===== src/rtl/gates_monitor.sv =====
`default_nettype none
// +----------------------------------------------------------------------------+
// | gates_monitor: checks observed AND/OR/NOT/NAND outputs against iA/iB.       |
// | Optional first-failure capture: define GATES_MONITOR_FAILCAP_EN.            |
// | Revision: 1.0                                                               |
// +----------------------------------------------------------------------------+
module gates_monitor (
    input  logic       iCLK,
    input  logic       iRSTn,
    input  logic       iStart,
    input  logic       iValid,
    input  logic       iA,
    input  logic       iB,
    input  logic       iAND,
    input  logic       iOR,
    input  logic       iNOT,
    input  logic       iNAND,
    input  logic       iNAND2,
    output logic       oBusy,
    output logic       oDone,
    output logic       oPass,
    output logic [3:0] oErrCnt,
    output logic [3:0] oSeen
`ifdef GATES_MONITOR_FAILCAP_EN
    ,
    output logic [6:0] oFailVec,
    output logic       oFailVld
`endif
);

    typedef enum logic [1:0] {
        S_IDLE = 2'd0,
        S_RUN  = 2'd1,
        S_DONE = 2'd2
    } state_t;

    localparam logic [3:0] C_ERR_MAX  = 4'hF;
    localparam logic [3:0] C_SEEN_ALL = 4'hF;

    state_t     state_q, state_d;
    logic [3:0] err_q, err_d;
    logic [3:0] seen_q, seen_d;
    logic       busy_q, busy_d;
    logic       done_q, done_d;
    logic       pass_q, pass_d;

    logic [4:0] w_expected;
    logic [4:0] w_observed;
    logic       w_mismatch;
    logic [3:0] w_seen_bit;
    logic       w_check;

    assign w_expected = {iA & iB, iA | iB, ~iA, ~(iA & iB), ~(iA & iB)};
    assign w_observed = {iAND, iOR, iNOT, iNAND, iNAND2};
    // Any number of differing bits counts as one mismatching vector.
    assign w_mismatch = |(w_expected ^ w_observed);
    assign w_seen_bit = 4'b0001 << {iA, iB};
    // A simultaneous start discards the sample.
    assign w_check    = (state_q == S_RUN) && iValid && !iStart;

    always_comb begin
        state_d = state_q;
        err_d   = err_q;
        seen_d  = seen_q;
        if (iStart) begin
            state_d = S_RUN;
            err_d   = 4'd0;
            seen_d  = 4'd0;
        end else if (w_check) begin
            if (w_mismatch && (err_q != C_ERR_MAX)) begin
                err_d = err_q + 4'd1;
            end
            seen_d = seen_q | w_seen_bit;
            if (seen_d == C_SEEN_ALL) begin
                state_d = S_DONE;
            end
        end
        busy_d = (state_d == S_RUN);
        done_d = (state_d == S_DONE);
        pass_d = (state_d == S_DONE) && (err_d == 4'd0);
    end

    always_ff @(posedge iCLK) begin
        if (!iRSTn) begin
            state_q <= S_IDLE;
            err_q   <= 4'd0;
            seen_q  <= 4'd0;
            busy_q  <= 1'b0;
            done_q  <= 1'b0;
            pass_q  <= 1'b0;
        end else begin
            state_q <= state_d;
            err_q   <= err_d;
            seen_q  <= seen_d;
            busy_q  <= busy_d;
            done_q  <= done_d;
            pass_q  <= pass_d;
        end
    end

    assign oBusy   = busy_q;
    assign oDone   = done_q;
    assign oPass   = pass_q;
    assign oErrCnt = err_q;
    assign oSeen   = seen_q;

`ifdef GATES_MONITOR_FAILCAP_EN
    logic [6:0] fvec_q, fvec_d;
    logic       fvld_q, fvld_d;

    // Only the first mismatch of a run is kept.
    always_comb begin
        fvec_d = fvec_q;
        fvld_d = fvld_q;
        if (iStart) begin
            fvec_d = 7'd0;
            fvld_d = 1'b0;
        end else if (w_check && w_mismatch && !fvld_q) begin
            fvec_d = {iA, iB, w_observed};
            fvld_d = 1'b1;
        end
    end

    always_ff @(posedge iCLK) begin
        if (!iRSTn) begin
            fvec_q <= 7'd0;
            fvld_q <= 1'b0;
        end else begin
            fvec_q <= fvec_d;
            fvld_q <= fvld_d;
        end
    end

    assign oFailVec = fvec_q;
    assign oFailVld = fvld_q;
`endif

endmodule
`default_nettype wire


===== config.mk =====
export PLATFORM = sky130hd
export DESIGN_NAME = gates_monitor
export DESIGN_NICKNAME = d
export VERILOG_FILES = /design/src/rtl/gates_monitor.sv
export SDC_FILE = /design/constraint.sdc
export NUM_CORES = 1
export LEC_CHECK = 0
export CELL_PAD_IN_SITES_DETAIL_PLACEMENT = 1
export CELL_PAD_IN_SITES_GLOBAL_PLACEMENT = 2
export CORE_MARGIN = 2
export CORE_UTILIZATION = 27
export CTS_CLUSTER_DIAMETER = 40
export DETAILED_ROUTE_END_ITERATION = 8
export MAX_ROUTING_LAYER = met4
export PLACE_DENSITY = 0.91
export SYNTH_ARGS = -nofsm -noshare
export SYNTH_HDL_FRONTEND = slang
export SYNTH_SLANG_ARGS = --single-unit

===== constraint.sdc =====
create_clock -name iCLK -period 4.8 [get_ports iCLK]
set_input_delay 1.44 -clock iCLK [delete_from_list [all_inputs] [get_ports iCLK]]
set_output_delay 1.44 -clock iCLK [all_outputs]
set_load 0.05 [all_outputs]

==> results of run 1 <==
-- cells by family (layout without fill, tap and decap cells) --
family | Yosys count | in the layout
AOI/OAI and AO/OA | 21 | 21
xor gates and xnor gates | 3 | 3
adders and majority gates | 1 | 1
buffers and inverters | 6 | 28
DFF | 13 | 13
muxes | 2 | 2
and+or+nand+nor | 35 | 35
-- layout make-up --
| class | count | area share (%) |
|---|---|---|
| flip-flops and latches | 13 | 27.4 |
| well taps | 30 | 3.95 |
| multi-input cells | 62 | 42.6 |
| repair buffers | 21 | 22.1 |
| clock buffers | 4 | 2.76 |
| inverters | 3 | 1.18 |
-- report_power, final --
group	switching, mW	leakage, nW	total (mW)	internal [mW]
Sequential	0.00127	0.105	0.111	0.109
Combinational	0.0183	0.238	0.0352	0.0170
Clock	0.0359	0.0150	0.0681	0.0322
-- cell usage after synthesis (all sizes together) --
library cell / n
and4bb: 1
o22a: 1
a31oi: 2
mux2i: 2
o21a: 2
nand2: 6
clkbuf: 1
a21o: 3
nand2b: 1
buf: 2
or3: 2
and2: 1
a21oi: 4
inv: 3
nand3: 4
nand4bb: 1
dfxtp: 13
ha: 1
or2: 1
a2111oi: 1
and3b: 1
o211a: 1
xor2: 3
o211ai: 1
nand4: 1
a221oi: 1
and2b: 1
nor3: 2
o21ai: 3
a22oi: 2
nor2: 12
nor3b: 1
-- worst min-delay path, delay by kind of cell, from the launching register on --
family          cells  cell delay [ps]
simple gates        1               70
compound gates      1               50
flops               1              350
-- layout by cell type (no fill, tap or decap), drive strengths merged, types with 2 or more instances in the layout --
cell	synthesis	routed
a21o	3	3
a21oi	4	4
a22oi	2	2
a31oi	2	2
clkbuf	1	4
clkdlybuf4s50	0	21
dfxtp	13	13
inv	3	3
mux2i	2	2
nand2	6	6
nand3	4	4
nor2	12	12
nor3	2	2
o21a	2	2
o21ai	3	3
or3	2	2
xor2	3	3
-- per-layer routing --
metal | wire length [um] | vias to the layer above | part of all wire (%) | track usage [%]
li1 | - | 335 | - | -
met1 | 779 | 311 | 43 | 14.1
met2 | 917 | 17 | 50 | 22.8
met3 | 92 | 4 | 5.1 | 3.23
met4 | 29 | 0 | 1.6 | 8.54
met5 | 0 | - | 0 | -
-- how the worst min path moves through the flow --
stage	cells after the start	end	from	slack, ps
after floorplan	2	state_q[1]$_SDFF_PN0_	state_q[1]$_SDFF_PN0_	490
after global placement	2	oSeen[2]$_SDFFE_PP0N_	oSeen[2]$_SDFFE_PP0N_	490
after detailed placement	2	oSeen[2]$_SDFFE_PP0N_	oSeen[2]$_SDFFE_PP0N_	480
after CTS	2	oSeen[2]$_SDFFE_PP0N_	oSeen[2]$_SDFFE_PP0N_	510
after global routing	2	oSeen[2]$_SDFFE_PP0N_	oSeen[2]$_SDFFE_PP0N_	560
final	2	oSeen[2]$_SDFFE_PP0N_	oSeen[2]$_SDFFE_PP0N_	510
-- metrics by stage --
stage,utilization (%),power (mW),hold slack (ps),instances,instance area (um2)
2_1_floorplan,-,0.135,492,81,703
3_3_place_gp,37.3,0.147,486,129,925
3_5_place_dp,37.3,0.149,481,129,925
4_1_cts,38.4,0.219,515,133,951
5_1_grt,38.4,0.227,558,133,951
6_report,38.4,0.214,507,133,951
-- registers in the layout, summed over array words and instances, names as in the netlist --
signal and count:
oErrCnt 4, oSeen 4, oBusy 1, oDone 1
state_q 2, oPass 1
==> impl_metrics.csv, run 1 <==
group,metric,value,unit
synth,synth_compound_area_share,22.2,%
setup_path,slowest_stage,"clkdlybuf4s50_1",
synth,synth.top_cell.area_share,37.0,%
drt,first_pass_iters,4,
die,die_w,55.0,um
setup_path,cp-endpoint,"oPass$_SDFF_PN0_",
drt,final_antenna_net_count,0,
setup_path,startpoint,"iA",
global_route,grt-ovfl-total,0,
synth,synthCells,81,
placed_design,portBuffers,21,
drt,drt_iter0_drc,9,
setup_path,cp_cell_sequence,"clkdlybuf4s50_1 > or3_4 > or2_0 > a21o_1 > a21o_1 > a2111oi_2",
setup_path,worstPathArrival,3400,ps
clock_tree,h-tree-depth,1,
synth,syn_area_per_cell,8.68,um2
synth,synth_nets,93,
synth,yosys.area.top_type,"dfxtp_1",
sta,period_share,66.9,%
cells_and_area,drive_above_1_share,9.71,%
job,drv_cap,0,
sta,tns,0,ps
setup_path,reg2reg_to,"oPass$_SDFF_PN0_",
synth,synth-simple-area-share,27.0,%
sta,rsz0062_at_grt,"false",
die,die_area,0.00303,mm2
setup_path,critPathKind,"in -> reg",
die,core,0.00248,mm2
global_route,grt_pass1_vias,646,
cells_and_area,fillerInstances,310,
die,ios,22,
setup_path,slowest_delay,580,ps
cells_and_area,area_delta_synth_final,35.2,%
setup_path,reg2reg_from,"oErrCnt[0]$_SDFF_PN0_",
global_route,grt_antenna_before_repair,0,
power_and_ir_drop,p_leak,0.358,nW
clock_tree,clk_path_buf_depth,2,
power_and_ir_drop,power.density,225,mW/mm2
sta,layout_min_cycle_time,3210,ps
sta,finalSetupViolCount,0,
synth,yosys-top-cells-area,"dfxtp_1, nor2_1, xor2_1, buf_6, nand2_1",
clock_tree,clk_latency,280,ps
clock_tree,holdBufCountCts,0,
placed_design,gp_congestion,0.743,
setup_path,r2r.worst_path.cells,6,
cells_and_area,nNetsFinal,116,
clock_tree,clock_sinks,13,
synth,yosysWarningCount,0,
die,row_count,18,
sta,tightest_slew,565,ps
synth,synth_cell_types,35,
cells_and_area,multiInputGateArea,405,um2
setup_path,cp_common_cell,"a21o_1",
clock_tree,clk_pin_slew_worst_paths,80,ps
sta,relSlewSlack,62.3,%
setup_path,critPathTopFamily,"compound AO/OA/AOI/OAI gates",
synth,synth_fa_ha_area_share,1.78,%
clock_tree,cts_setup_buffers,0,
clock_tree,cts_tree,"yes",
sta,final_max_slew_viol_count,0,
global_route,grt_max_degree,12,
clock_tree,cts_buffers,3,
drt,num_vias,667,
drt,wirelength,1820,um
setup_path,timing.critical_path.depth,6,
global_route,grt_usage,13.5,%
synth,ys_ff_latch,13,
synth,seq_area_frac_synth,37.0,%
clock_tree,clock-root-buffer,"clkbuf_4",
power_and_ir_drop,ir_worst_vdd,0.133,mV
die,initial_core_util,28.4,%
status,status,"complete, no violations",
cells_and_area,regArea,260,um2
placed_design,preCtsSetupSlack,1280,ps
setup_path,critPathMaxFanout,10,
setup_path,worstPathRequired,4980,ps
clock_tree,cts_resized,0,
sta,finalHoldViolCount,0,
synth,netlist_area,703,um2
sta,fin_ws,1590,ps
setup_path,crit_buf_inv,1,
setup_path,endpoint_kind,"register",
placed_design,dp_hpwl,1400,um
cells_and_area,n_antenna_cell,0,
synth,synth_top_family_by_area,"simple AND/OR/NAND/NOR gates",
sta,fin_skew,7.03,ps
drt,via_per_inst,5.02,
hold_path,hp-class,"reg -> reg",
synth,synth.mux.area_fraction,2.85,%
global_route,grt_pass1_wl,2700,um
drt,routedWlPerCell,13.7,um
sta,fmax,311,MHz
synth,synth_xor_area_share,3.74,%
drt,drc,0,
setup_path,worstSetupStartpointType,"primary input",
setup_path,r2r_slack,3020,ps
die,die_h,55.0,um
No activity file was read; power rests on OpenSTA's default activity.
==> inputs of run 2 (changes only) <==
CORE_UTILIZATION = 23   (was 27)
PLACE_DENSITY = 0.84   (was 0.91)
clock period = 2.8 ns   (was 4.8 ns; I/O delays follow)
==> run 2 against run 1 <==
Net effect:
- final cell count grew 4.5%
- critical path type is now reg -> out
- sequential power grew 71%
- setup slack lost 1200 ps
- highest routed layer unchanged
==> impl_metrics.csv, run 2 (same netlist as run 1, synthesis figures left out) <==
group,metric,value,unit
status,status,"complete, no violations",
setup_path,cp-endpoint,"oErrCnt[2]",
setup_path,critPathMaxFanout,8,
cells_and_area,drive_above_1_share,12.3,%
power_and_ir_drop,ir_worst_vdd,0.153,mV
placed_design,gp_congestion,0.729,
sta,tightest_slew,513,ps
job,drv_cap,0,
cells_and_area,area_delta_synth_final,39.0,%
global_route,grt_pass1_wl,3010,um
sta,final_max_slew_viol_count,0,
setup_path,endpoint_kind,"output pin",
sta,layout_min_cycle_time,2440,ps
die,row_count,20,
setup_path,timing.critical_path.depth,1,
setup_path,reg2reg_to,"oPass$_SDFF_PN0_",
sta,finalSetupViolCount,0,
power_and_ir_drop,sw_frac_of_total,26.5,%
die,die_area,0.00352,mm2
drt,wirelength,1890,um
setup_path,slowest_stage,"clkdlybuf4s50_1",
global_route,grt_antenna_before_repair,0,
setup_path,cp_cell_sequence,"clkdlybuf4s50_1",
placed_design,dp_hpwl,1470,um
power_and_ir_drop,power,373,uW
placed_design,placed_area,951,um2
sta,fmax,410,MHz
global_route,grt_max_degree,12,
setup_path,slowest_delay,860,ps
drt,via_per_inst,5.05,
hold_path,hp-class,"reg -> reg",
clock_tree,cts_resized,0,
setup_path,crit_buf_inv,1,
placed_design,portBuffers,21,
clock_tree,holdBufCountCts,0,
clock_tree,clk_path_buf_depth,2,
drt,routedWlPerCell,13.6,um
clock_tree,cts_buffers,3,
sta,period_share,87.0,%
global_route,grt_pass1_vias,719,
clock_tree,h-tree-depth,1,
cells_and_area,finalCoreUtilization,32.8,%
clock_tree,clk_pin_slew_worst_paths,80,ps
setup_path,worstPathArrival,1600,ps
drt,drt_iter0_drc,16,
setup_path,startpoint,"oErrCnt[2]$_SDFF_PN0_",
setup_path,worstSetupStartpointType,"register",
setup_path,r2r_slack,980,ps
clock_tree,clk_latency,280,ps
cells_and_area,layout_common_cells,"clkdlybuf4s50_1, dfxtp_1, nor2_1",
clock_tree,clock-root-buffer,"clkbuf_4",
clock_tree,cts_setup_buffers,0,
sta,fin_skew,1.98,ps
clock_tree,cts_tree,"yes",
setup_path,critPathTopFamily,"buffers and inverters",
drt,drc,0,
hold_path,hold_start,"oSeen[2]$_SDFFE_PP0N_",
cells_and_area,n_antenna_cell,0,
global_route,grt-ovfl-total,0,
cells_and_area,final_common_cell,"clkdlybuf4s50_1",
sta,timing.hold.ws,508,ps
cells_and_area,nNetsFinal,119,
setup_path,critPathKind,"reg -> out",
power_and_ir_drop,p_sw,98.7,uW
power_and_ir_drop,seq_power_share,51.0,%
power_and_ir_drop,power.internal,274,uW
cells_and_area,final_area,977,um2
global_route,grt_usage,11.9,%
setup_path,worstPathRequired,1960,ps
sta,finalHoldViolCount,0,
setup_path,reg2reg_from,"oErrCnt[0]$_SDFF_PN0_",
setup_path,r2r.worst_path.cells,6,
die,initial_core_util,23.6,%
die,ios,22,
sta,tns,0,ps
drt,final_antenna_net_count,0,
die,die_w,59.3,um
drt,first_pass_iters,2,
sta,rsz0062_at_grt,"false",
sta,relSlewSlack,65.7,%
power_and_ir_drop,power.density,381,mW/mm2
die,core,0.00298,mm2
power_and_ir_drop,p_leak,0.373,nW
drt,num_vias,702,
die,die_h,59.3,um
clock_tree,clock_sinks,13,
power_and_ir_drop,power_frac_comb,16.9,%
power_and_ir_drop,pwr-share-clk,32.1,%
==> run 2: changes by cell type in the layout (fill, tap and decap cells not counted), sizes merged <==
cell  change
buf       +3
==> run 2: metal layers <==
| layer | GRT usage (%) | vias up | wire length, um |
|---|---|---|---|
| met5 | - | - | 0 |
| met4 | 6.82 | 0 | 55 |
| met3 | 1.75 | 5 | 103 |
| met2 | 20.4 | 18 | 965 |
| met1 | 12.8 | 337 | 765 |
| li1 | - | 342 | - |
==> run 2: power by group through the flow <==
| stage | clock network [mW] | registers (mW) | logic [mW] |
|---|---|---|---|
| floorplan | 0 | 0.201 | 0.0306 |
| global placement | 0 | 0.194 | 0.0613 |
| detailed placement | 0 | 0.194 | 0.0630 |
| CTS | 0.126 | 0.190 | 0.0640 |
| global route | 0.131 | 0.190 | 0.0690 |
| finish | 0.120 | 0.190 | 0.0631 |
==> run 2: how the worst min path moves through the flow <==
| stage | endpoint | slack (ps) | cells after the start |
|---|---|---|---|
| finish | oSeen[2]$_SDFFE_PP0N_ | 510 | 2 |
| global route | oSeen[1]$_SDFFE_PP0N_ | 580 | 2 |
| CTS | oSeen[2]$_SDFFE_PP0N_ | 520 | 2 |
| detailed placement | oSeen[2]$_SDFFE_PP0N_ | 500 | 2 |
| global placement | oSeen[1]$_SDFFE_PP0N_ | 470 | 2 |
| floorplan | state_q[1]$_SDFF_PN0_ | 490 | 2 |
==> run 2: stage by stage <==
stage | instances | setup WS [ps]
after CTS | 139 | 336
after floorplan | 81 | 520
after global routing | 139 | 288
final | 139 | 363
after detailed placement | 135 | 110
after global placement | 135 | 154
==> run 2: cell type report <==
type	instances	area, um2
Inverter	3	11.3
Fill cell	371	2000
Timing Repair Buffer	24	233
Clock buffer	4	26.3
Multi-Input combinational cell	62	405
Tap cell	33	41.3
Sequential cell	13	260
==> inputs of run 3 (changes only) <==
CORE_UTILIZATION = 30   (was 23)
DONT_BUFFER_PORTS = 1   (was unset)
PLACE_DENSITY = 0.81   (was 0.84)
clock period = 2.11 ns   (was 2.8 ns; I/O delays follow)
==> run 3 against run 2 <==
Net effect:
- combinational power down 27%
- largest cell class unchanged
- sequential cell count did not move
- critical endpoint is now oPass$_SDFF_PN0_
- critical path depth up 4
- largest power group unchanged
==> impl_metrics.csv, run 3 (same netlist as run 1, synthesis figures left out) <==
group,metric,value,unit
die,die_area,0.00275,mm2
global_route,grt_pass1_wl,2540,um
setup_path,worstPathArrival,1900,ps
sta,final_max_slew_viol_count,0,
die,die_h,52.4,um
die,die_w,52.4,um
sta,tightest_slew,505,ps
drt,final_antenna_net_count,0,
clock_tree,cts_buffers,3,
drt,drt_iter0_drc,6,
global_route,use_met3,4.00,%
drt,num_vias,627,
cells_and_area,finalCoreUtilization,36.4,%
cells_and_area,layout_common_cells,"dfxtp_1, nor2_1, buf_4",
sta,relSlewSlack,66.3,%
global_route,use_met2,22.9,%
cells_and_area,n_antenna_cell,0,
power_and_ir_drop,ir_worst_vdd,0.363,mV
power_and_ir_drop,power.density,566,mW/mm2
clock_tree,holdBufCountCts,0,
global_route,global_route.usage.met1,14.0,%
clock_tree,clock_sinks,13,
cells_and_area,final_common_cell,"dfxtp_1",
cells_and_area,nNetsFinal,104,
sta,finalHoldViolCount,0,
sta,timing.hold.ws,478,ps
clock_tree,clk_path_buf_depth,2,
clock_tree,cts_tree,"yes",
global_route,grt_antenna_before_repair,0,
die,row_count,17,
sta,finalSetupViolCount,0,
power_and_ir_drop,power,456,uW
clock_tree,clk_latency,270,ps
placed_design,portBuffers,0,
drt,wirelength,1620,um
setup_path,slowest_delay,360,ps
sta,period_share,81.7,%
clock_tree,clock-root-buffer,"clkbuf_4",
hold_path,hp-class,"in -> reg",
drt,routedWlPerCell,13.6,um
die,initial_core_util,31.8,%
clock_tree,h-tree-depth,1,
setup_path,r2r.worst_path.cells,6,
setup_path,cp_cell_sequence,"or3_4 > or2_0 > a21o_1 > a21o_1 > a2111oi_2",
hold_path,worstHoldPathCells,1,
global_route,globalRoute.busiestLayer,"met2",
global_route,grt_usage,13.0,%
sta,rsz0062_at_grt,"false",
drt,via_per_inst,5.27,
setup_path,cp_common_cell,"a21o_1",
cells_and_area,area_delta_synth_final,14.6,%
clock_tree,cts_setup_buffers,0,
sta,fin_skew,2.71,ps
setup_path,worstSetupStartpointType,"primary input",
die,ios,22,
setup_path,critPathKind,"in -> reg",
global_route,grt_max_degree,12,
setup_path,r2r_slack,420,ps
sta,layout_min_cycle_time,1720,ps
status,status,"complete, no violations",
job,drv_cap,0,
clock_tree,cts_resized,0,
global_route,grt-ovfl-total,0,
cells_and_area,drive_above_1_share,20.9,%
power_and_ir_drop,p_leak,0.330,nW
placed_design,dp_hpwl,1300,um
setup_path,critPathMaxFanout,9,
global_route,grt_pass1_vias,638,
sta,tns,0,ps
setup_path,slowest_stage,"or3_4",
placed_design,gp_congestion,0.725,
drt,first_pass_iters,2,
drt,drc,0,
clock_tree,clk_pin_slew_worst_paths,80,ps
setup_path,worstPathRequired,2290,ps
setup_path,endpoint_kind,"register",
die,core,0.00221,mm2
sta,fmax,580,MHz
run 3: cell count changes in the layout (fill, tap and decap cells not counted):
| cell | before | now |
|---|---|---|
| clkdlybuf4s50_1 | 21 | 0 |
| buf_4 | 3 | 9 |
run 3: worst max-delay path: cells and delay by family:
kind | cells | cell delay, ps
and+or+nand+nor | 2 | 560
AOI/OAI and AO/OA | 3 | 700
run 3: through the flow:
| step | setup slack [ps] | cells | cell area (um2) |
|---|---|---|---|
| floorplan | 36.9 | 81 | 703 |
| global placement | 122 | 115 | 779 |
| detailed placement | 84.3 | 115 | 779 |
| CTS | 380 | 119 | 806 |
| global route | 256 | 119 | 806 |
| finish | 387 | 119 | 806 |
run 3: area by class of cell:
| cell class | count | area [um2] |
|---|---|---|
| Fill cell | 280 | 1410 |
| Multi-Input combinational cell | 62 | 405 |
| Sequential cell | 13 | 260 |
| Timing Repair Buffer | 9 | 67.6 |
| Tap cell | 28 | 35.0 |
| Clock buffer | 4 | 26.3 |
| Inverter | 3 | 11.3 |
run 3: worst paths after layout:
kind / from / end
setup / recovery: iB / oPass$_SDFF_PN0_
hold / removal: iRSTn / state_q[0]$_SDFF_PN0_
setup reg to reg: oErrCnt[0]$_SDFF_PN0_ / oPass$_SDFF_PN0_
hold reg to reg: state_q[1]$_SDFF_PN0_ / state_q[1]$_SDFF_PN0_
run 3: routing by layer:
layer,vias to the layer above,part of all wire (%)
met5,-,0
met4,0,1.0
met3,4,8.2
met2,19,48
met1,294,43
li1,310,-
run 3: power by group:
part           internal, mW  switching [mW]  total (mW)
Clock                0.0731          0.0811       0.154
Combinational        0.0202          0.0259      0.0461
Sequential            0.249         0.00695       0.256
Total                 0.342           0.114       0.456
